`config.mk`:
```
export PLATFORM = sky130hd
export DESIGN_NAME = mem_port_arbiter
export DESIGN_NICKNAME = d
export VERILOG_FILES = /design/src/rtl/mem_port_arbiter.sv
export SDC_FILE = /design/constraint.sdc
export NUM_CORES = 1
export LEC_CHECK = 0
export CAP_MARGIN = 20
export CORE_MARGIN = 2
export CORE_UTILIZATION = 38
export CTS_CLUSTER_DIAMETER = 120
export DETAILED_ROUTE_END_ITERATION = 8
export GPL_TIMING_DRIVEN = 0
export PLACE_DENSITY = 0.8
export SYNTH_ARGS = -nofsm -noshare
export SYNTH_HDL_FRONTEND = slang
export SYNTH_SLANG_ARGS = --single-unit
```
`constraint.sdc`:
```
create_clock -name clk_i -period 1.75 [get_ports clk_i]
set_input_delay 0.35 -clock clk_i [delete_from_list [all_inputs] [get_ports clk_i]]
set_output_delay 0.35 -clock clk_i [all_outputs]
set_load 0.02 [all_outputs]
```
`src/rtl/mem_port_arbiter.sv`:
```
// mem_port_arbiter
// Two-port round-robin arbiter in front of a single-ported data/IO memory.
// Port 0 is the load/store unit, port 1 a secondary master (debug loader or
// DMA). One access is held stable on the memory side for WAIT_CYCLES extra
// cycles, then a registered one-cycle response pulse goes back to the port
// that won.
module mem_port_arbiter #(
    parameter int Width       = 32,
    parameter int AddrW       = 12,
    parameter int WAIT_CYCLES = 0     // legal range 0..7
) (
    input  logic                 clk_i,
    input  logic                 rst_i,

    // Requester side, bit/port p belongs to requester p
    input  logic [1:0]           req_valid_i,
    output logic [1:0]           req_ready_o,
    input  logic [1:0]           req_we_i,
    input  logic [AddrW-1:0]     req_addr0_i,
    input  logic [AddrW-1:0]     req_addr1_i,
    input  logic [Width-1:0]     req_wdata0_i,
    input  logic [Width-1:0]     req_wdata1_i,
    input  logic [Width/8-1:0]   req_wstrb0_i,
    input  logic [Width/8-1:0]   req_wstrb1_i,

    // Response side, read data shared by both ports
    output logic [1:0]           rsp_valid_o,
    output logic [Width-1:0]     rsp_rdata_o,

    // Memory side
    output logic                 mem_en_o,
    output logic                 mem_we_o,
    output logic [AddrW-1:0]     mem_addr_o,
    output logic [Width-1:0]     mem_wdata_o,
    output logic [Width/8-1:0]   mem_wstrb_o,
    input  logic [Width-1:0]     mem_rdata_i
);

    localparam int StrbW = Width / 8;

    // Wait-state counter reload value; the counter is 3 bits wide because
    // WAIT_CYCLES never exceeds 7.
    localparam logic [2:0] WaitInit = 3'(WAIT_CYCLES);

    typedef enum logic {
        IDLE   = 1'b0,
        ACCESS = 1'b1
    } state_t;

    state_t             state_q, state_d;
    logic [2:0]         wcnt_q, wcnt_d;
    logic               last_grant_q, last_grant_d;
    logic               grant_q, grant_d;      // port currently being served

    // Latched request payload, presented to memory during ACCESS
    logic               we_q;
    logic [AddrW-1:0]   addr_q;
    logic [Width-1:0]   wdata_q;
    logic [StrbW-1:0]   wstrb_q;

    // Registered response
    logic [1:0]         rsp_valid_q;
    logic [Width-1:0]   rsp_rdata_q;

    logic               any_valid;
    logic               winner;
    logic               handshake;
    logic               final_beat;

    // Round-robin winner selection and the IDLE-only ready handshake.
    always_comb begin
        any_valid  = |req_valid_i;
        // On a tie the port that did not win last time goes first; with a
        // single requester that requester wins outright.
        winner     = (&req_valid_i) ? ~last_grant_q : req_valid_i[1];
        handshake  = (state_q == IDLE) && any_valid && !rst_i;
        final_beat = (state_q == ACCESS) && (wcnt_q == 3'd0);

        req_ready_o = 2'b00;
        if (handshake) begin
            req_ready_o = winner ? 2'b10 : 2'b01;
        end
    end

    // Next-state logic: grant in IDLE, count wait states in ACCESS.
    always_comb begin
        // NOTE: every signal gets a default first so no path leaves one
        // unassigned, which would otherwise infer a latch.
        state_d      = state_q;
        wcnt_d       = wcnt_q;
        last_grant_d = last_grant_q;
        grant_d      = grant_q;

        unique case (state_q)
            IDLE: begin
                if (any_valid) begin
                    state_d      = ACCESS;
                    wcnt_d       = WaitInit;
                    grant_d      = winner;
                    last_grant_d = winner;
                end
            end
            ACCESS: begin
                if (wcnt_q != 3'd0) begin
                    wcnt_d = wcnt_q - 3'd1;
                end else begin
                    state_d = IDLE;
                end
            end
            default: state_d = IDLE;
        endcase
    end

    // FSM state, counter and arbitration history registers.
    always_ff @(posedge clk_i) begin
        // NOTE: sequential state uses non-blocking assignments so every
        // register samples the pre-edge values, independent of block order.
        if (rst_i) begin
            state_q      <= IDLE;
            wcnt_q       <= 3'd0;
            last_grant_q <= 1'b1;   // port 0 wins the first tie
            grant_q      <= 1'b0;
        end else begin
            state_q      <= state_d;
            wcnt_q       <= wcnt_d;
            last_grant_q <= last_grant_d;
            grant_q      <= grant_d;
        end
    end

    // Capture the winner's payload on the handshake edge; it stays put for
    // the whole access.
    always_ff @(posedge clk_i) begin
        // NOTE: these are plain registers, not a memory array, so they are
        // reset to give the memory port a defined value after reset.
        if (rst_i) begin
            we_q    <= 1'b0;
            addr_q  <= '0;
            wdata_q <= '0;
            wstrb_q <= '0;
        end else if (handshake) begin
            we_q    <= winner ? req_we_i[1]  : req_we_i[0];
            addr_q  <= winner ? req_addr1_i  : req_addr0_i;
            wdata_q <= winner ? req_wdata1_i : req_wdata0_i;
            wstrb_q <= winner ? req_wstrb1_i : req_wstrb0_i;
        end
    end

    // Response pulse and read data, registered at the end of the final
    // access cycle. Read data holds until the next response.
    always_ff @(posedge clk_i) begin
        if (rst_i) begin
            rsp_valid_q <= 2'b00;
            rsp_rdata_q <= '0;
        end else begin
            rsp_valid_q <= 2'b00;
            if (final_beat) begin
                rsp_valid_q <= grant_q ? 2'b10 : 2'b01;
                rsp_rdata_q <= we_q ? '0 : mem_rdata_i;
            end
        end
    end

    // Memory-side drive. Enable is gated by reset in the same cycle so an
    // access aborted by reset never commits a write.
    always_comb begin
        mem_en_o    = (state_q == ACCESS) && !rst_i;
        mem_we_o    = mem_en_o && we_q;
        mem_addr_o  = addr_q;
        mem_wdata_o = wdata_q;
        mem_wstrb_o = wstrb_q;
        rsp_valid_o = rsp_valid_q;
        rsp_rdata_o = rsp_rdata_q;
    end

endmodule
```
==> flow_summary.json, run 1 <==
{
  "hold_buffers": 0,
  "relSlewSlack_pct": 54.9,
  "grt_pass1_vias": 4212,
  "start_util_pct": 39.0,
  "die-width_um": 104,
  "drt_wl_total_um": 13000,
  "grt.overflow.total": 0,
  "dieArea_um2": 10900,
  "critical_path_class": "flip-flop to primary output",
  "die_y_um": 104,
  "power_w": 0.00537,
  "clk_pin_slew_ns": 0.09,
  "cp_num_buf_inv": 1,
  "synth_compound_area_share_pct": 23.7,
  "grt_max_degree": 19,
  "synth_cells": 460,
  "drc_errors": 0,
  "vias": 4253,
  "synth_cell_types": 27,
  "avgViaCountPerCell": 5.14,
  "worstMarginPinSlew_ns": 0.676,
  "status": "finished, final reports clean",
  "ant_nets": 0,
  "worstPathRequired_ns": 1.40,
  "grtUsageTotal_pct": 23.5,
  "synthMuxAreaShare_pct": 0,
  "first_pass_iters": 4,
  "cts_root_buf": "clkbuf_8",
  "cts_sinks": 89,
  "slew_violations": 0,
  "yosysSeqAreaShare_pct": 46.7,
  "wl_per_cell_um": 15.7,
  "coreArea_um2": 9770,
  "ir_drop_uv": 594,
  "synth_area_leader_cell": "dfxtp_1",
  "cts_tree": "yes",
  "holdWs_ns": 0.442,
  "cts_max_level": 3,
  "min_period_ns": 1.69,
  "synthAdderAreaFrac_pct": 0.656,
  "synth_top_area_share_pct": 46.7,
  "syn_avg_cell_area_um2": 8.29,
  "tns_ns": 0,
  "synth_xor_area_share_pct": 0,
  "cts_buffers": 9,
  "hold_viol_final": 0,
  "finClkSkew_ns": 0.0148,
  "yosysWarnings": 0,
  "critPathMaxStageDelay_ns": 0.62,
  "ys_seq_elements": 89,
  "arrival_ns": 1.34,
  "cp_top_family": "buffers and inverters",
  "power.density_nw_per_um2": 833,
  "syn_to_final_growth_pct": 69.0,
  "insertion_delay_ns": 0.35,
  "cts.path.max_buffers": 2,
  "drv_cap": 0,
  "period_share_pct": 96.3,
  "syn_nets": 596,
  "cp_cell_sequence": "clkdlybuf4s50_1",
  "diodes": 0,
  "hold_class": "flip-flop to flip-flop",
  "setup_viol": 0,
  "rows": 36,
  "drive_above_1_share_pct": 10.5,
  "io_pins": 220,
  "cp-start-kind": "flip-flop",
  "gp_congestion": 0.829,
  "critical-path-slowest-cell": "clkdlybuf4s50_1",
  "cp-end-kind": "primary output",
  "port_buffers": 218,
  "dpl.hpwl_um": 9830,
  "fin_nets": 825,
  "cp_max_fo": 2,
  "finish.utilization_pct": 65.9,
  "first_iter_violations": 121,
  "grt_first_pass_wirelength_um": 20800,
  "synth_top_family_by_area": "compound AO/OA/AOI/OAI gates",
  "yosys.area_share.simple_pct": 22.7,
  "max_freq_mhz": 593,
  "p_leak_nw": 2.44,
  "ys_top_cells_by_area": "dfxtp_1, a21oi_1, nand2_1",
  "grt_antenna_before_repair": 0,
  "syn_area_um2": 3810
}
==> cell usage in the layout, fill, tap and decap left out, types with 3 or more instances in the layout <==
cell,n
buf_2,17
nand2b_1,3
nor2_1,53
a211oi_1,39
nand2_1,82
clkdlybuf4s50_1,212
clkbuf_1,10
dlygate4sd2_1,3
nand4b_1,32
inv_1,3
a21oi_1,83
dfxtp_1,86
buf_4,15
nor3b_1,3
a211oi_2,10
clkbuf_8,9
==> where the power goes <==
group          total (W)  internal (W)  leakage, nW  switching (W)
Clock            0.00157      0.000814        0.107       0.000754
Sequential       0.00229       0.00220        0.734      0.0000954
Combinational    0.00151      0.000786         1.59       0.000724
Total            0.00537       0.00380         2.44        0.00157
==> cell families (layout without fill, tap and decap cells) <==
logic type               after synthesis  in the layout
buffers and inverters                 49            283
flip-flops                            89             89
adder cells (fa/ha/maj)                2              2
AO/OA/AOI/OAI                        140            140
AND/OR/NAND/NOR                      180            180
==> metrics by stage <==
step	cells	setup WS, ns	cell area, um^2
after floorplan	460	0.112	3810
after detailed placement	811	-0.848	6160
after global placement	811	-0.831	6160
after global routing	827	-0.00386	6450
after CTS	827	-0.0537	6410
final	827	0.0648	6450
==> metal layers <==
metal  vias to the layer above  wire (um)  track usage [%]
li1                       2070          -                -
met1                      2006       5510             27.5
met2                       159       6410             41.2
met3                        18        814             6.45
met4                         0        267             8.20
met5                         -          0                0
==> sequential cells by signal, summed over array words and instances (netlist names) <==
register / count
mem_wdata_o: 32
rsp_rdata_o: 32
mem_addr_o: 12
state_q: 1
last_grant_q: 1
grant_q: 1
rsp_valid_o: 2
wcnt_q: 3
mem_wstrb_o: 4
we_q: 1
==> what timing repair did <==
action	CTS	global route
setup endpoints to repair	24	33
gates cloned	0	0
setup buffers	2	1
resized for setup	32	18
==> layout make-up <==
type,instances,area (um^2)
Timing Repair Buffer,221,2200
Fill cell,833,3330
Tap cell,133,166
Clock buffer,10,128
Buffer,43,245
Inverter,3,11.3
Sequential cell,89,1790
Multi-Input combinational cell,322,1820
Clock inverter,6,90.1
==> synthesized netlist by cell type (all sizes together) <==
cell	instances
dfxtp	89
a21oi	83
nand2	83
nor2	53
a211oi	49
buf	33
nand4b	32
clkbuf	13
inv	3
nand2b	3
nor3b	3
a31oi	2
ha	2
nor3	2
a211o	1
a21bo	1
a21boi	1
a2bb2oi	1
and2	1
and3	1
nand3	1
nor2b	1
o21ba	1
o21bai	1
==> final timing paths <==
kind,from,to,slack [ns],depth (start not counted)
worst min-delay path,grant_q$_SDFFE_PP0P_,rsp_valid_o[0]$_SDFF_PP0_,0.44,1
worst max-delay path,mem_wdata_o[29]$_SDFFE_PP0P_,mem_wdata_o[29],0.06,1
worst min register to register,grant_q$_SDFFE_PP0P_,rsp_valid_o[0]$_SDFF_PP0_,0.44,1
worst max register to register,state_q$_SDFF_PP0_,we_q$_SDFFE_PP0P_,0.14,6
(Power assumes the default switching activity.)
==> run 2: changes to the inputs <==
--- a/config.mk
+++ b/config.mk
@@ -5,13 +5,12 @@
 export SDC_FILE = /design/constraint.sdc
 export NUM_CORES = 1
 export LEC_CHECK = 0
-export CAP_MARGIN = 20
 export CORE_MARGIN = 2
 export CORE_UTILIZATION = 38
 export CTS_CLUSTER_DIAMETER = 120
 export DETAILED_ROUTE_END_ITERATION = 8
 export GPL_TIMING_DRIVEN = 0
-export PLACE_DENSITY = 0.8
+export PLACE_DENSITY_LB_ADDON = 0.15
 export SYNTH_ARGS = -nofsm -noshare
 export SYNTH_HDL_FRONTEND = slang
 export SYNTH_SLANG_ARGS = --single-unit
==> flow_summary.json, run 2 (synthesis gave the netlist of run 1 again) <==
{
  "insertion_delay_ns": 0.35,
  "grt_first_pass_wirelength_um": 20100,
  "status": "finished, final reports clean",
  "place_ws_ns": -0.846,
  "drv_cap": 0,
  "final_common_cell": "clkdlybuf4s50_1",
  "cts_root_buf": "clkbuf_8",
  "cts_max_level": 3,
  "hold_buffers": 0,
  "hold_class": "input pin to flip-flop",
  "syn_to_final_growth_pct": 68.1,
  "first_iter_violations": 98,
  "setup_viol": 0,
  "pwr-share-seq_pct": 44.9,
  "fin_nets": 826,
  "cts_buffers": 9,
  "grtUsageTotal_pct": 22.7,
  "grt_pass1_vias": 4175,
  "slew_violations": 0,
  "p_int_w": 0.00351,
  "critical_path_class": "flip-flop to primary output",
  "io_pins": 220,
  "grt_max_degree": 20,
  "gp_congestion": 0.801,
  "port_buffers": 218,
  "die-width_um": 104,
  "dpl.hpwl_um": 9580,
  "vias": 4226,
  "ir_drop_uv": 541,
  "cts_sinks": 89,
  "worstPathRequired_ns": 1.40,
  "p_switching_w": 0.00159,
  "cts.path.max_buffers": 2,
  "dp.cells": 811,
  "p_leak_nw": 2.42,
  "relSlewSlack_pct": 54.7,
  "worstMarginPinSlew_ns": 0.680,
  "cp_max_fo": 19,
  "period_share_pct": 97.5,
  "fin_ws_ns": 0.0440,
  "fin_cells": 829,
  "drc_errors": 0,
  "ant_nets": 0,
  "die_y_um": 104,
  "cp-start-kind": "flip-flop",
  "drive_above_1_share_pct": 10.8,
  "sw_frac_of_total_pct": 31.1,
  "arrival_ns": 1.36,
  "finClkSkew_ns": 0.0151,
  "start_util_pct": 39.0,
  "cts_tree": "yes",
  "wl_per_cell_um": 15.3,
  "coreArea_um2": 9770,
  "avgViaCountPerCell": 5.10,
  "drt_wl_total_um": 12700,
  "hold_viol_final": 0,
  "max_freq_mhz": 586,
  "first_pass_iters": 4,
  "grt.overflow.total": 0,
  "power.density_nw_per_um2": 795,
  "min_period_ns": 1.71,
  "layout_common_cells": "clkdlybuf4s50_1, dfxtp_1, a21oi_1",
  "rows": 36,
  "clock_power_share_pct": 25.5,
  "cp-end-kind": "primary output",
  "pwr-share-comb_pct": 29.6,
  "dieArea_um2": 10900,
  "grt_antenna_before_repair": 1,
  "clk_pin_slew_ns": 0.09
}
## run 2: cell count changes in the layout (fill, tap and decap cells not counted), sizes merged
cell,before,now
bufinv,2,0
buf,35,34
clkbuf,23,24
clkdlybuf4s15,1,2
clkinv,1,2
clkinvlp,1,2
diode,0,1
dlygate4sd2,3,2
inv,5,6
## run 2: critical path: stages (launching register included)
cell,delay [ns]
dfxtp_2,0.37
clkbuf_4,0.25
nor3_2,0.22
buf_4,0.17
## run 2: worst paths after layout
check	to	cells after the start	slack (ns)	startpoint
worst max-delay path	req_ready_o[1]	3	0.04	state_q$_SDFF_PP0_
worst min-delay path	rsp_valid_o[0]$_SDFF_PP0_	4	0.44	rst_i
worst max register to register	rsp_rdata_o[19]$_SDFFE_PP0P_	8	0.16	wcnt_q[0]$_SDFFE_PP0P_
worst min register to register	rsp_valid_o[0]$_SDFF_PP0_	1	0.44	grant_q$_SDFFE_PP0P_
## run 2: cell type report
class / instances / area, um^2
diodes: 1 / 2.50
clock inverters: 7 / 51.3
fillers: 885 / 3360
flip-flops and latches: 89 / 1790
clock buffers: 9 / 124
well taps: 133 / 166
multi-input cells: 322 / 1820
repair buffers: 222 / 2210
inverters: 3 / 11.3
plain buffers: 43 / 243
## run 2: power by group through the flow
stage,logic (W),registers (W),clock network (W)
finish,0.00151,0.00229,0.00130
global route,0.00162,0.00231,0.00143
CTS,0.00150,0.00229,0.00134
detailed placement,0.00149,0.00233,0
global placement,0.00147,0.00233,0
floorplan,0.000521,0.00252,0
## run 2: stage by stage
stage / total power (W) / util (%) / hold slack [ns] / TNS (ns) / area (um^2)
after global routing: 0.00536 / 65.6 / 0.456 / -0.0327 / 6410
after global placement: 0.00380 / 63.0 / 0.421 / -4.81 / 6160
after detailed placement: 0.00382 / 63.0 / 0.428 / -7.92 / 6160
after floorplan: 0.00304 / - / 0.405 / 0 / 3810
final: 0.00510 / 65.6 / 0.441 / 0 / 6410
after CTS: 0.00513 / 64.9 / 0.441 / 0 / 6350
## run 2: per-layer routing
layer,track usage [%],vias to the layer above,wire [um]
li1,-,2071,-
met1,25.4,1951,5030
met2,39.8,174,6180
met3,7.08,30,1050
met4,9.17,0,394
met5,0,-,0
## run 2: timing repair
item                                   CTS  global route
endpoints found under the hold margin    0             0
setup endpoints to repair               24            32
setup buffers                            0             4
resized for setup                       30            16
==> run 3: changes to the inputs <==
--- a/config.mk
+++ b/config.mk
@@ -5,6 +5,7 @@
 export SDC_FILE = /design/constraint.sdc
 export NUM_CORES = 1
 export LEC_CHECK = 0
+export ABC_CLOCK_PERIOD_IN_PS = 1750
 export CORE_MARGIN = 2
 export CORE_UTILIZATION = 38
 export CTS_CLUSTER_DIAMETER = 120
==> constraint.sdc (replaced) <==
create_clock -name clk_i -period 1.75 [get_ports clk_i]
set_input_delay 0.35 -clock clk_i [delete_from_list [all_inputs] [get_ports clk_i]]
set_output_delay 0.35 -clock clk_i [all_outputs]
set_load 0.05 [all_outputs]
==> flow_summary.json, run 3 (synthesis gave the netlist of run 1 again) <==
{
  "clk_pin_slew_ns": 0.09,
  "gp_congestion": 0.807,
  "start_util_pct": 39.0,
  "rsz0062_at_grt": "yes",
  "cts_max_level": 3,
  "regArea_um2": 1790,
  "insertion_delay_ns": 0.36,
  "max_freq_mhz": 588,
  "worstMarginPinSlew_ns": 0.672,
  "vias": 4270,
  "grt.overflow.total": 0,
  "layout_common_cells": "clkdlybuf4s50_1, dfxtp_1, dlygate4sd2_1",
  "final_common_cell": "clkdlybuf4s50_1",
  "ant_nets": 0,
  "grt_antenna_before_repair": 0,
  "fin_nets": 823,
  "setup_viol": 0,
  "status": "finished, final reports clean",
  "hold_viol_final": 0,
  "min_period_ns": 1.70,
  "hold_buffers": 0,
  "diodes": 0,
  "cp-start-kind": "flip-flop",
  "drt_wl_total_um": 12700,
  "arrival_ns": 1.35,
  "port_buffers": 218,
  "wl_per_cell_um": 15.4,
  "multi_input_area_um2": 1830,
  "cts_sinks": 89,
  "cp_max_fo": 7,
  "avgViaCountPerCell": 5.18,
  "place_ws_ns": -1.03,
  "cts_tree": "yes",
  "rows": 36,
  "cts.path.max_buffers": 2,
  "coreArea_um2": 9770,
  "grtUsageTotal_pct": 23.2,
  "finClkSkew_ns": 0.0162,
  "dpl.hpwl_um": 9740,
  "fin_ws_ns": 0.0507,
  "grt_max_degree": 19,
  "grt_first_pass_wirelength_um": 20500,
  "r2r_setup_slack_ns": 0.11,
  "dp.cells": 811,
  "cts_buffers": 9,
  "slew_violations": 0,
  "finish.utilization_pct": 64.5,
  "relSlewSlack_pct": 55.2,
  "drc_errors": 0,
  "drv_cap": 0,
  "first_pass_iters": 5,
  "ir_drop_uv": 463,
  "fillCellCount": 905,
  "drive_above_1_share_pct": 10.7,
  "dieArea_um2": 10900,
  "power.density_nw_per_um2": 856,
  "fin_cells": 825,
  "cts_root_buf": "clkbuf_8",
  "syn_to_final_growth_pct": 65.4,
  "die_y_um": 104,
  "die-width_um": 104,
  "cp-end-kind": "primary output",
  "hold_class": "flip-flop to flip-flop",
  "period_share_pct": 97.1,
  "p_leak_nw": 2.73,
  "grt_pass1_vias": 4235,
  "first_iter_violations": 105,
  "worstPathRequired_ns": 1.40,
  "critical_path_class": "flip-flop to primary output",
  "io_pins": 220
}
==> run 3: power breakdown <==
group	total, W	switching (W)	leakage (nW)	internal (W)
sequential	0.00228	0.0000889	0.734	0.00219
clock	0.00135	0.000750	0.0959	0.000602
combinational	0.00176	0.00109	1.89	0.000671
==> run 3: final cells by class <==
cell class	count	area share, %
plain buffers	43	3.91
clock buffers	11	2.40
clock inverters	5	0.615
inverters	3	0.179
multi-input cells	322	29.0
flip-flops and latches	89	28.3
well taps	133	2.64
repair buffers	219	33.0
==> run 3: worst max-delay path, cell delays in order, from the launching register on <==
cell	delay, ns
dfxtp_4	0.37
o21bai_1	0.16
buf_6	0.13
nor3_4	0.15
buf_6	0.18
==> run 3: per-layer routing <==
metal	share of wire, %	track usage (%)
met5	0	0
met4	2.5	8.98
met3	6.9	5.95
met2	50	41.8
met1	40	26.1
==> run 3: timing repair <==
action / in CTS / in global routing
gates resized for setup: 121 / 15
setup buffers: 1 / 0
endpoints found under the setup margin: 106 / 21
==> run 3: path summary, 6_finish.rpt <==
check	endpoint	cells after the start	from
max reg2reg	rsp_rdata_o[25]$_SDFFE_PP0P_	8	wcnt_q[0]$_SDFFE_PP0P_
min reg2reg	rsp_rdata_o[11]$_SDFFE_PP0P_	2	rsp_rdata_o[11]$_SDFFE_PP0P_
max	req_ready_o[0]	4	state_q$_SDFF_PP0_
min	rsp_rdata_o[11]$_SDFFE_PP0P_	2	rsp_rdata_o[11]$_SDFFE_PP0P_
==> run 3: stage by stage <==
step	area (um^2)	setup TNS [ns]	total power (W)	hold WS, ns
2_1_floorplan	3830	-0.0510	0.00342	0.405
3_3_place_gp	6180	-6.97	0.00417	0.426
3_5_place_dp	6180	-9.73	0.00420	0.443
4_1_cts	6290	-0.0690	0.00544	0.446
5_1_grt	6310	-0.0302	0.00565	0.462
6_report	6310	0	0.00540	0.449
